### src/rtl/arc4_pkg.sv
// Shared definitions for the ARC4 pipeline stages (init, ksa, prga).
// State encodings and memory/key sizes live here so every stage agrees on them.
package arc4_pkg;

  localparam int S_SIZE    = 256;
  localparam int KEY_BYTES = 3;

  typedef enum logic [2:0] {
    IDLE,
    RD_I,
    LAT_I,
    RD_J,
    LAT_J,
    WR_I,
    WR_J
  } ksa_state_t;

endpackage

### src/rtl/ksa.sv
// ARC4 key-scheduling stage: permutes the shared S memory in place using the key,
// six cycles per index, with registered (Moore) memory-port outputs and an en/rdy handshake.
module ksa #(
  parameter int KEY_BYTES = 3
) (
  input  logic                   clk,
  input  logic                   rst,
  input  logic                   en,
  output logic                   rdy,
  input  logic [KEY_BYTES*8-1:0] key,
  output logic [7:0]             addr,
  input  logic [7:0]             rddata,
  output logic [7:0]             wrdata,
  output logic                   wren
);
  import arc4_pkg::*;

  localparam int KW = (KEY_BYTES > 1) ? $clog2(KEY_BYTES) : 1;

  ksa_state_t             state, next_state;
  logic [7:0]             i, j, si, sj;
  logic [7:0]             next_i, next_j, next_si, next_sj;
  logic [KW-1:0]          kidx, next_kidx;
  logic [KEY_BYTES*8-1:0] key_q, next_key;
  logic [7:0]             next_addr, next_wrdata;
  logic                   next_wren, next_rdy;
  logic [7:0]             key_byte;
  logic [7:0]             j_sum;

  // Byte 0 of the key sits in the most significant byte position.
  always_comb begin
    key_byte = key_q[8*(KEY_BYTES-1-int'(kidx)) +: 8];
    j_sum    = j + rddata + key_byte;
  end

  // Next-state and next-output logic; outputs are computed for the state being entered.
  always_comb begin
    next_state  = state;
    next_i      = i;
    next_j      = j;
    next_si     = si;
    next_sj     = sj;
    next_kidx   = kidx;
    next_key    = key_q;
    next_addr   = 8'd0;
    next_wrdata = 8'd0;
    next_wren   = 1'b0;
    next_rdy    = 1'b0;

    case (state)
      IDLE: begin
        next_rdy = 1'b1;
        if (en) begin
          next_state = RD_I;
          next_key   = key;
          next_i     = 8'd0;
          next_j     = 8'd0;
          next_kidx  = '0;
          next_rdy   = 1'b0;
        end
      end
      RD_I: begin
        next_state = LAT_I;
      end
      LAT_I: begin
        next_si    = rddata;
        next_j     = j_sum;
        next_addr  = j_sum;
        next_state = RD_J;
      end
      RD_J: begin
        next_state = LAT_J;
      end
      LAT_J: begin
        next_sj     = rddata;
        next_addr   = i;
        next_wrdata = rddata;
        next_wren   = 1'b1;
        next_state  = WR_I;
      end
      WR_I: begin
        next_addr   = j;
        next_wrdata = si;
        next_wren   = 1'b1;
        next_state  = WR_J;
      end
      WR_J: begin
        if (i == 8'(S_SIZE - 1)) begin
          next_state = IDLE;
          next_rdy   = 1'b1;
        end else begin
          next_i     = i + 8'd1;
          next_addr  = i + 8'd1;
          next_kidx  = (kidx == KW'(KEY_BYTES - 1)) ? '0 : kidx + 1'b1;
          next_state = RD_I;
        end
      end
      default: begin
        next_state = IDLE;
        next_rdy   = 1'b1;
      end
    endcase
  end

  always_ff @(posedge clk) begin
    if (rst) begin
      state  <= IDLE;
      i      <= 8'd0;
      j      <= 8'd0;
      si     <= 8'd0;
      sj     <= 8'd0;
      kidx   <= '0;
      key_q  <= '0;
      addr   <= 8'd0;
      wrdata <= 8'd0;
      wren   <= 1'b0;
      rdy    <= 1'b1;
    end else begin
      state  <= next_state;
      i      <= next_i;
      j      <= next_j;
      si     <= next_si;
      sj     <= next_sj;
      kidx   <= next_kidx;
      key_q  <= next_key;
      addr   <= next_addr;
      wrdata <= next_wrdata;
      wren   <= next_wren;
      rdy    <= next_rdy;
    end
  end

endmodule
### config.mk
export PLATFORM = sky130hd
export DESIGN_NAME = ksa
export DESIGN_NICKNAME = d
export VERILOG_FILES = /design/src/rtl/arc4_pkg.sv /design/src/rtl/ksa.sv
export SDC_FILE = /design/constraint.sdc
export NUM_CORES = 1
export LEC_CHECK = 0
export ABC_CLOCK_PERIOD_IN_PS = 3490
export CORE_AREA = 8 8 95 97
export DETAILED_ROUTE_END_ITERATION = 6
export DIE_AREA = 0 0 103 105
export GPL_ROUTABILITY_DRIVEN = 0
export HOLD_SLACK_MARGIN = 0.1
export PLACE_DENSITY = 0.73
export SLEW_MARGIN = 40
export SYNTH_ARGS = -nofsm -noshare
export SYNTH_HDL_FRONTEND = slang
export SYNTH_SLANG_ARGS = --single-unit
### constraint.sdc
create_clock -name clk -period 3.49 [get_ports clk]
set_input_delay 0.5235 -clock clk [delete_from_list [all_inputs] [get_ports clk]]
set_output_delay 0.5235 -clock clk [all_outputs]
set_load 0.1 [all_outputs]
======== Yosys cells after proc, flatten, opt, wreduce, memory -nomap -nowiden ========
Cells that the tools add are included.
word-level totals
  word-level logic and storage cells ...... 52
  output and inout port bits .............. 18
  register bits ........................... 71
cells by class
  reduce and logical (&&, ||, !) cells .... 8
  equal/unequal tests ..................... 10
  shifts and indexed selects .............. 1
  $add $sub $neg .......................... 5
  muxes and demuxes ....................... 18
operator list
  operator                                                               number
  8-bit case mux with 2 select lines                                     3
  8-bit case mux with 4 select lines                                     1
  8-bit two-way mux                                                      3
  24-bit by 6-bit indexed part select with 8-bit output                  1
  3-bit case mux with 7 select lines                                     1
  8-bit adder                                                            2
  3-bit equality test, second input constant                             3
  8-bit by 1-bit adder with 8-bit output, second input constant          1
  8-bit equality test, second input constant                             1
  3-bit by 2-bit equality test with 1-bit output, second input constant  2
  2-bit two-way mux                                                      3
  5-bit OR reduction                                                     1
  1-bit two-way mux                                                      4
  2-bit != test, second input constant                                   2
  2-bit case mux with 2 select lines                                     1
  2-bit AND reduction                                                    2
  2-bit nonzero test                                                     2
  3-bit by 1-bit equality test with 1-bit output, second input constant  1
  3-bit logical NOT                                                      1
  3-bit two-way mux                                                      1
  1-bit case mux with 3 select lines                                     1
  3-bit AND reduction                                                    1
  2-bit by 2-bit subtractor with 3-bit output, first input constant      1
  2-bit by 1-bit adder with 2-bit output, second input constant          1
  2 further kinds                                                        2

======== Longest topological paths before layout ========
Gate-level depths: netlist (run 1).
  word-level depth ........................ 4
  depth in mapped cells ................... 17

======== Worst setup path after synthesis (run 1) ========
No wires, ideal clock.
  path type ............................... register to register
  start point ............................. reg kidx[0]
  end point ............................... reg addr[7]
  stages on the path, launching flop included .. 18
  setup slack ............................. -0.212 ns
  setup time .............................. 0.070 ns
  period minus slack after synthesis ...... 3.702 ns
  arrival time ............................ 3.632 ns
  data required time ...................... 3.420 ns
  cell sequence ........................... dfxtp_1 -> clkbuf_1 -> inv_1 -> ha_1 -> nor2b_1 -> buf_2 -> a21oi_1 -> nor2_1 -> a21oi_1 -> fa_1 -> inv_1 -> ha_1 -> fa_1 -> a211oi_1 -> o21bai_1 -> a2111oi_2 -> mux2i_1 -> o21ai_1
between the ends
  word-level cells in the longest chain between the ends .. 4
ends and longest elaborated chain
  item                                                   RTL line    source
  start: declaration                                     ksa.sv:23   logic [KW-1:0] kidx, next_kidx;
  start signal: assignment                               ksa.sv:124  kidx <= next_kidx;
  2-bit by 2-bit subtractor with 3-bit output            ksa.sv:32   key_byte = key_q[8*(KEY_BYTES-1-int'(kidx)) +: 8];
  24-bit by 6-bit indexed part select with 8-bit output  ksa.sv:32
  8-bit adder                                            ksa.sv:33   j_sum = j + rddata + key_byte;
  8-bit case mux with 4 select lines                     ksa.sv:50   case (state)
  end signal: assignment                                 ksa.sv:126  addr <= next_addr;
  end: declaration                                       ksa.sv:11   output logic [7:0] addr,
Every way passes these cells.
A chain may end at the register's enable or synchronous reset.

======== Final worst setup path (run 1) ========
  start point ............................. reg kidx[1]
  end point ............................... reg addr[7]
The elaborated chain is that of the path after synthesis.

==> impl_metrics.csv, run 1 <==
group,metric,value,unit
sta,timing.fmax,302,MHz
min_path,min_to,"key_q[21]",
layout,nNetsFinal,538,
sta,fin_crit,3.31,ns
setup_path,slowest_stage,"fa_1",
cts,cts.sinks,71,
power_and_ir_drop,vdd_drop_max,0.000189,V
sta,setup_violations,0,
yosys,synth-edff-count,0,
setup_path,arrival,3.58,ns
setup_path,required,3.76,ns
sta,tightestPinTransition,0.629,ns
layout,final_common_cell,"nand2_1",
floorplan,initial_core_util,0.479,
yosys,async_flop_share,0,
yosys,syn_inst,440,
sta,maxSlewHeadroom,0.578,
yosys,yosys.area.top_type,"dfxtp_1",
layout,n_fill_cell,745,
setup_path,crit_chain,"inv_1, ha_4, nor2b_4, buf_4, a21oi_1, o21ai_0, fa_1, ha_1, a211oi_4, o21bai_1, a2111oi_2, mux2i_1, o21ai_1",
floorplan,core_area,0.00753,mm²
power_and_ir_drop,p_total,1.91,mW
yosys,synth_top_area_share,0.394,
cts,clk_root_buffer_cell,"clkbuf_8",
cts,path_clk_slew,0.07,ns
layout,final_layout_size_suffix_gt1_frac,0.122,
yosys,yosysWarnings,0,
yosys,synth_area_leaders,"dfxtp_1 (39%), a21oi_1 (9.9%), nand2_1 (9.3%)",
min_path,worstHoldPathType,"flop to flop",
global_routing,grt_pass1_vias,2924,
sta,fin_skew,0.00639,ns
layout,fin_area,0.00434,mm²
yosys,syn_avg_cell_area,8.19,µm²
placement,port_buffers,52,
layout,layout_common_cells,"nand2_1 (89), a21oi_1 (71), dfxtp_1 (69)",
routing,ant_nets,0,
setup_path,rr_endpoint,"addr[7]",
setup_path,path_max_fanout,10,
min_path,min_from,"key_q[21]",
floorplan,rows,32,
sta,whs,0.454,ns
setup_path,crit_type,"flop to flop",
global_routing,grtUsageTotal,0.161,
cts,htreeDepth,3,
setup_path,startpoint_type,"flop",
power_and_ir_drop,p_leak,1.72,nW
floorplan,die_h,105,µm
sta,hold_violations,0,
placement,hpwl,6370,µm
routing,drc_errors,0,
yosys,ys_seq_area_frac,0.394,
yosys,synth_nets,493,
routing,vias,3091,
routing,drtPass1Iterations,4,
routing,drt_iter0_drc,187,
layout,final-seq-area,0.00142,mm²
sta,setup_tns,0,ns
cts,cts_tree,"yes",
cts,clockBufferDepth,2,
yosys,ys_ff_latch,71,
cts,numCtsBuffers,9,
setup_path,reg2reg_setup_slack,0.18,ns
cts,clk_latency,0.34,ns
sta,min_period_over_period,0.949,
floorplan,design.portCount,53,
yosys,ys_types,47,
yosys,yosys_most_used_dff,"dfxtp_1",
layout,n_antenna_cell,0,
power_and_ir_drop,power_density,440,mW/mm²
sta,finalMaxSlewViolations,0,
global_routing,grt-ovfl-total,0,
global_routing,grt_max_degree,34,
floorplan,die_w,103,µm
floorplan,die-area,0.0108,mm²
setup_path,reg2reg_depth,13,
setup_path,r2r_start,"kidx[1]",
layout,post-route-util,0.576,
setup_path,endpoint_kind,"flop",
run_status,status,"finished, final reports clean",
layout,area_growth,20.3,%
global_routing,grt_pass1_wl,14000,µm
routing,post_drt_wl_per_cell,14.5,µm
setup_path,slowest_delay,0.46,ns
min_path,min_path_cells,2,
layout,multiInputGateArea,0.00203,mm²
routing,drt-total-wl,8560,µm
sta,rsz0062_at_grt,"false",
global_routing,antenna_found_initial,0,
yosys,synth_area,0.00360,mm²
job,drv_cap,0,
routing,vias_per_cell,5.22,
placement,dpl_cell_area,0.00411,mm²
==> critical path: cells and delay by family, from the launching register on <==
family / cells / cell delay, ns
multiplexers: 1 / 0.14
buffers and inverters: 2 / 0.23
adder cells (fa/ha/maj): 3 / 1.18
AND/OR/NAND/NOR: 1 / 0.17
AO/OA/AOI/OAI: 6 / 1.17
flip-flops: 1 / 0.35
==> layer usage <==
metal | track usage | vias to the layer above | part of all wire
met1 | 0.201 | 1411 | 0.45
li1 | - | 1570 | -
met3 | 0.0372 | 18 | 0.060
met4 | 0.0683 | 0 | 0.020
met2 | 0.256 | 92 | 0.47
met5 | 0 | - | 0
==> power breakdown <==
group          switching, mW  total [mW]  internal, mW  leakage (nW)
Sequential            0.0365       0.886         0.850         0.578
Combinational          0.218       0.374         0.156          1.05
Clock                  0.304       0.649         0.345        0.0981
Total                  0.558        1.91          1.35          1.72
==> cell usage after synthesis, types with 7 or more instances <==
cell type,count
a21oi_1,71
nor2_1,35
dfxtp_1,71
xnor2_1,9
ha_1,10
fa_1,8
o21ai_0,9
o21ai_1,9
inv_1,18
and2b_1,7
mux2i_1,16
nand2_1,89
clkbuf_1,9
buf_2,16
nand3b_1,7
==> per-stage QoR <==
step           std cells  setup slack (ns)
2_1_floorplan        440          0.000328
3_3_place_gp         575             0.151
3_5_place_dp         575           0.00911
4_1_cts              591            0.0342
5_1_grt              592            0.0335
6_report             592             0.177
==> timing repair <==
action                                  4_1_cts  5_1_grt
pin swaps                                     0        2
endpoints found under the hold margin         0        0
hold buffers                                  0        0
buffers inserted                              0        1
gates resized for setup                       1        6
endpoints found under the setup margin        1        3
==> layout make-up <==
cell class                 count  share of cell area
sequential                    71               0.328
clock buffer                  10              0.0317
clock inverter                 6              0.0139
tap                          102              0.0294
inverter                      18              0.0156
multi-input combinational    324               0.467
timing repair buffer          61               0.114
==> logic make-up (layout without fill, tap and decap cells) <==
kind of cell | after synthesis | count (layout) | share of synthesized area
AND/OR/NAND/NOR | 171 | 171 | 0.227
multiplexers | 16 | 16 | 0.0444
XOR/XNOR | 11 | 11 | 0.0267
adder cells (fa/ha/maj) | 18 | 18 | 0.0791
buffers and inverters | 45 | 95 | 0.0555
flip-flops | 71 | 71 | 0.394
AO/OA/AOI/OAI | 108 | 108 | 0.173
==> worst max path at each step <==
stage | startpoint | endpoint | slack [ns] | cells after the start
after floorplan | kidx[0] | addr[7] | 0.0003 | 17
after global placement | rddata[1] | addr[7] | 0.15 | 11
after detailed placement | kidx[1] | addr[7] | 0.009 | 15
after CTS | kidx[1] | addr[7] | 0.03 | 15
after global routing | kidx[1] | addr[7] | 0.03 | 13
final | kidx[1] | addr[7] | 0.18 | 13
==> sequential cells by signal (all words and copies together) (netlist names) <==
signal / cells
addr: 8
j: 8
rdy: 1
kidx: 2
state: 3
wren: 1
key_q: 24
si: 8
wrdata: 8
i: 8
No activity file was read; power rests on OpenSTA's default activity.
==> inputs of run 2 (changes only) <==
- CAP_MARGIN: unset -> 20
- CTS_BUF_LIST: unset -> sky130_fd_sc_hd__clkbuf_4 sky130_fd_sc_hd__clkbuf_8 sky130_fd_sc_hd__clkbuf_16
==> results of run 2 <==
Final layout, timing and power as in run 1 (identical DEF).
==> inputs of run 3 (changes only) <==
- ABC_CLOCK_PERIOD_IN_PS: 3490 -> 4000
- CORE_AREA: 8 8 95 97 -> 8 8 88 90
- DIE_AREA: 0 0 103 105 -> 0 0 96 98
- PLACE_DENSITY: 0.73 -> 0.81
- clock period: 3.49 -> 4 ns (I/O delays scaled with it)
==> run 3 against run 2 <==
Effect of this change: clock power fell by 11%; highest routed layer unchanged; critical endpoint unchanged; routed wire length shrank 1.1%; global-route usage rose by 3.1 points.
==> impl_metrics.csv, run 3 (synthesis gave the netlist of run 1 again) <==
group,metric,value,unit
global_routing,grt-ovfl-total,0,
global_routing,antenna_found_initial,0,
cts,cts_tree,"yes",
layout,area_growth,18.0,%
layout,nNetsFinal,536,
layout,final_common_cell,"nand2_1",
global_routing,grt_max_degree,31,
routing,top_layer,"met4",
power_and_ir_drop,p_total,1.67,mW
cts,hold_buffers,0,
sta,tightestPinTransition,0.648,ns
sta,timing.fmax,271,MHz
setup_path,startpoint_type,"flop",
setup_path,r2r_start,"kidx[1]",
run_status,status,"finished, final reports clean",
layout,n_antenna_cell,0,
layout,final_layout_size_suffix_gt1_frac,0.107,
sta,min_period_over_period,0.921,
floorplan,initial_core_util,0.555,
floorplan,core_area,0.00649,mm²
setup_path,rr_endpoint,"addr[7]",
routing,vias_per_cell,5.58,
setup_path,reg2reg_depth,13,
layout,post-route-util,0.655,
setup_path,path_max_fanout,10,
sta,fin_crit,3.68,ns
layout,largest_reg_flops,24,
routing,drc_errors,0,
routing,vias,3169,
sta,hold_violations,0,
floorplan,die_h,98,µm
job,drv_cap,0,
routing,route.met3.wl,484,µm
layout,fin_cells,568,
global_routing,grt_pass1_vias,3123,
cts,path_clk_slew,0.07,ns
routing,post_drt_wl_per_cell,14.9,µm
layout,n_fill_cell,547,
cts,cts.sinks,71,
routing,ant_nets,0,
sta,finalMaxSlewViolations,0,
placement,hpwl,6290,µm
sta,fin_skew,0.00729,ns
routing,drt-total-wl,8460,µm
floorplan,rows,30,
floorplan,die_w,96,µm
sta,rsz0062_at_grt,"false",
layout,fin_area,0.00426,mm²
routing,drt_iter0_drc,221,
sta,setup_violations,0,
cts,cts_setup_buffers,0,
global_routing,grtUsageTotal,0.192,
power_and_ir_drop,power_density,392,mW/mm²
setup_path,startpoint,"kidx[1]",
min_path,worstHoldPathType,"flop to flop",
cts,clk_root_buffer_cell,"clkbuf_8",
setup_path,arrival,3.97,ns
sta,maxSlewHeadroom,0.565,
placement,dpl_cell_area,0.00406,mm²
floorplan,design.portCount,53,
setup_path,endpoint_kind,"flop",
placement,dp.cells,552,
sta,setup_tns,0,ns
power_and_ir_drop,vdd_drop_max,0.000254,V
routing,wl_met2,4100,µm
setup_path,required,4.28,ns
power_and_ir_drop,p_leak,1.72,nW
floorplan,die-area,0.00941,mm²
layout,top_register,"key_q",
placement,port_buffers,52,
routing,drtPass1Iterations,4,
routing,wl_met1,3690,µm
setup_path,worstSetupEndpoint,"addr[7]",
setup_path,reg2reg_setup_slack,0.32,ns
cts,clk_latency,0.35,ns
layout,layout_common_cells,"nand2_1 (89), a21oi_1 (71), dfxtp_1 (71)",
cts,clockBufferDepth,2,
setup_path,crit_type,"flop to flop",
global_routing,grt_pass1_wl,14500,µm
cts,htreeDepth,3,
cts,numCtsBuffers,9,
[run 3: cell count changes in the layout (fill, tap and decap cells not counted), moves of 2 or more]
cell / delta
buf_4: -2
ha_1: +2
dfxtp_2: -2
clkbuf_4: +2
clkinvlp_4: -2
dfxtp_1: +2
[run 3: metal layers]
metal	GRT usage	vias to the layer above
li1	-	1564
met1	0.233	1494
met2	0.305	92
met3	0.0468	19
met4	0.0923	0
met5	0	-
[run 3: report_power, final]
| part | internal, mW | switching, mW |
|---|---|---|
| clock network | 0.316 | 0.264 |
| registers | 0.741 | 0.0296 |
| logic | 0.130 | 0.186 |
[run 3: what timing repair did]
item | 4_1_cts | 5_1_grt
endpoints found under the setup margin | 0 | 1
hold endpoints to repair | 0 | 0
gates resized for setup | 0 | 1
[run 3: how the worst min path moves through the flow]
stage | from | to | slack [ns] | depth (start not counted)
after floorplan | key_q[23] | key_q[23] | 0.43 | 2
after global placement | si[6] | si[6] | 0.44 | 2
after detailed placement | key_q[11] | key_q[11] | 0.45 | 2
after CTS | si[4] | si[4] | 0.46 | 2
after global routing | key_q[11] | key_q[11] | 0.48 | 2
final | si[2] | si[2] | 0.46 | 2
[run 3: through the flow]
| step | worst slack (ns) | hold WS [ns] |
|---|---|---|
| 6_report | 0.316 | 0.458 |
| 5_1_grt | 0.0261 | 0.477 |
| 4_1_cts | 0.295 | 0.460 |
| 3_5_place_dp | 0.326 | 0.450 |
| 3_3_place_gp | 0.501 | 0.442 |
| 2_1_floorplan | 0.298 | 0.432 |
[run 3: final cells by class]
cell class	instances	area, µm²	share of cell area
inverters	18	67.6	0.0159
clock buffers	12	153	0.0359
multi-input cells	324	1990	0.468
well taps	80	100	0.0235
flip-flops and latches	71	1420	0.334
repair buffers	59	478	0.112
clock inverters	4	45.0	0.0106
[run 3: critical path, cell delays in order, from the launching register on]
cell and delay, ns:
dfxtp_1 0.35, inv_1 0.07, ha_1 0.40, and3b_1 0.39, a21oi_1 0.14, fa_1 0.49, inv_1 0.04, ha_1 0.23
fa_1 0.44, a211oi_1 0.31, o21bai_1 0.14, a2111oi_2 0.36, mux2i_1 0.15, o21ai_1 0.10
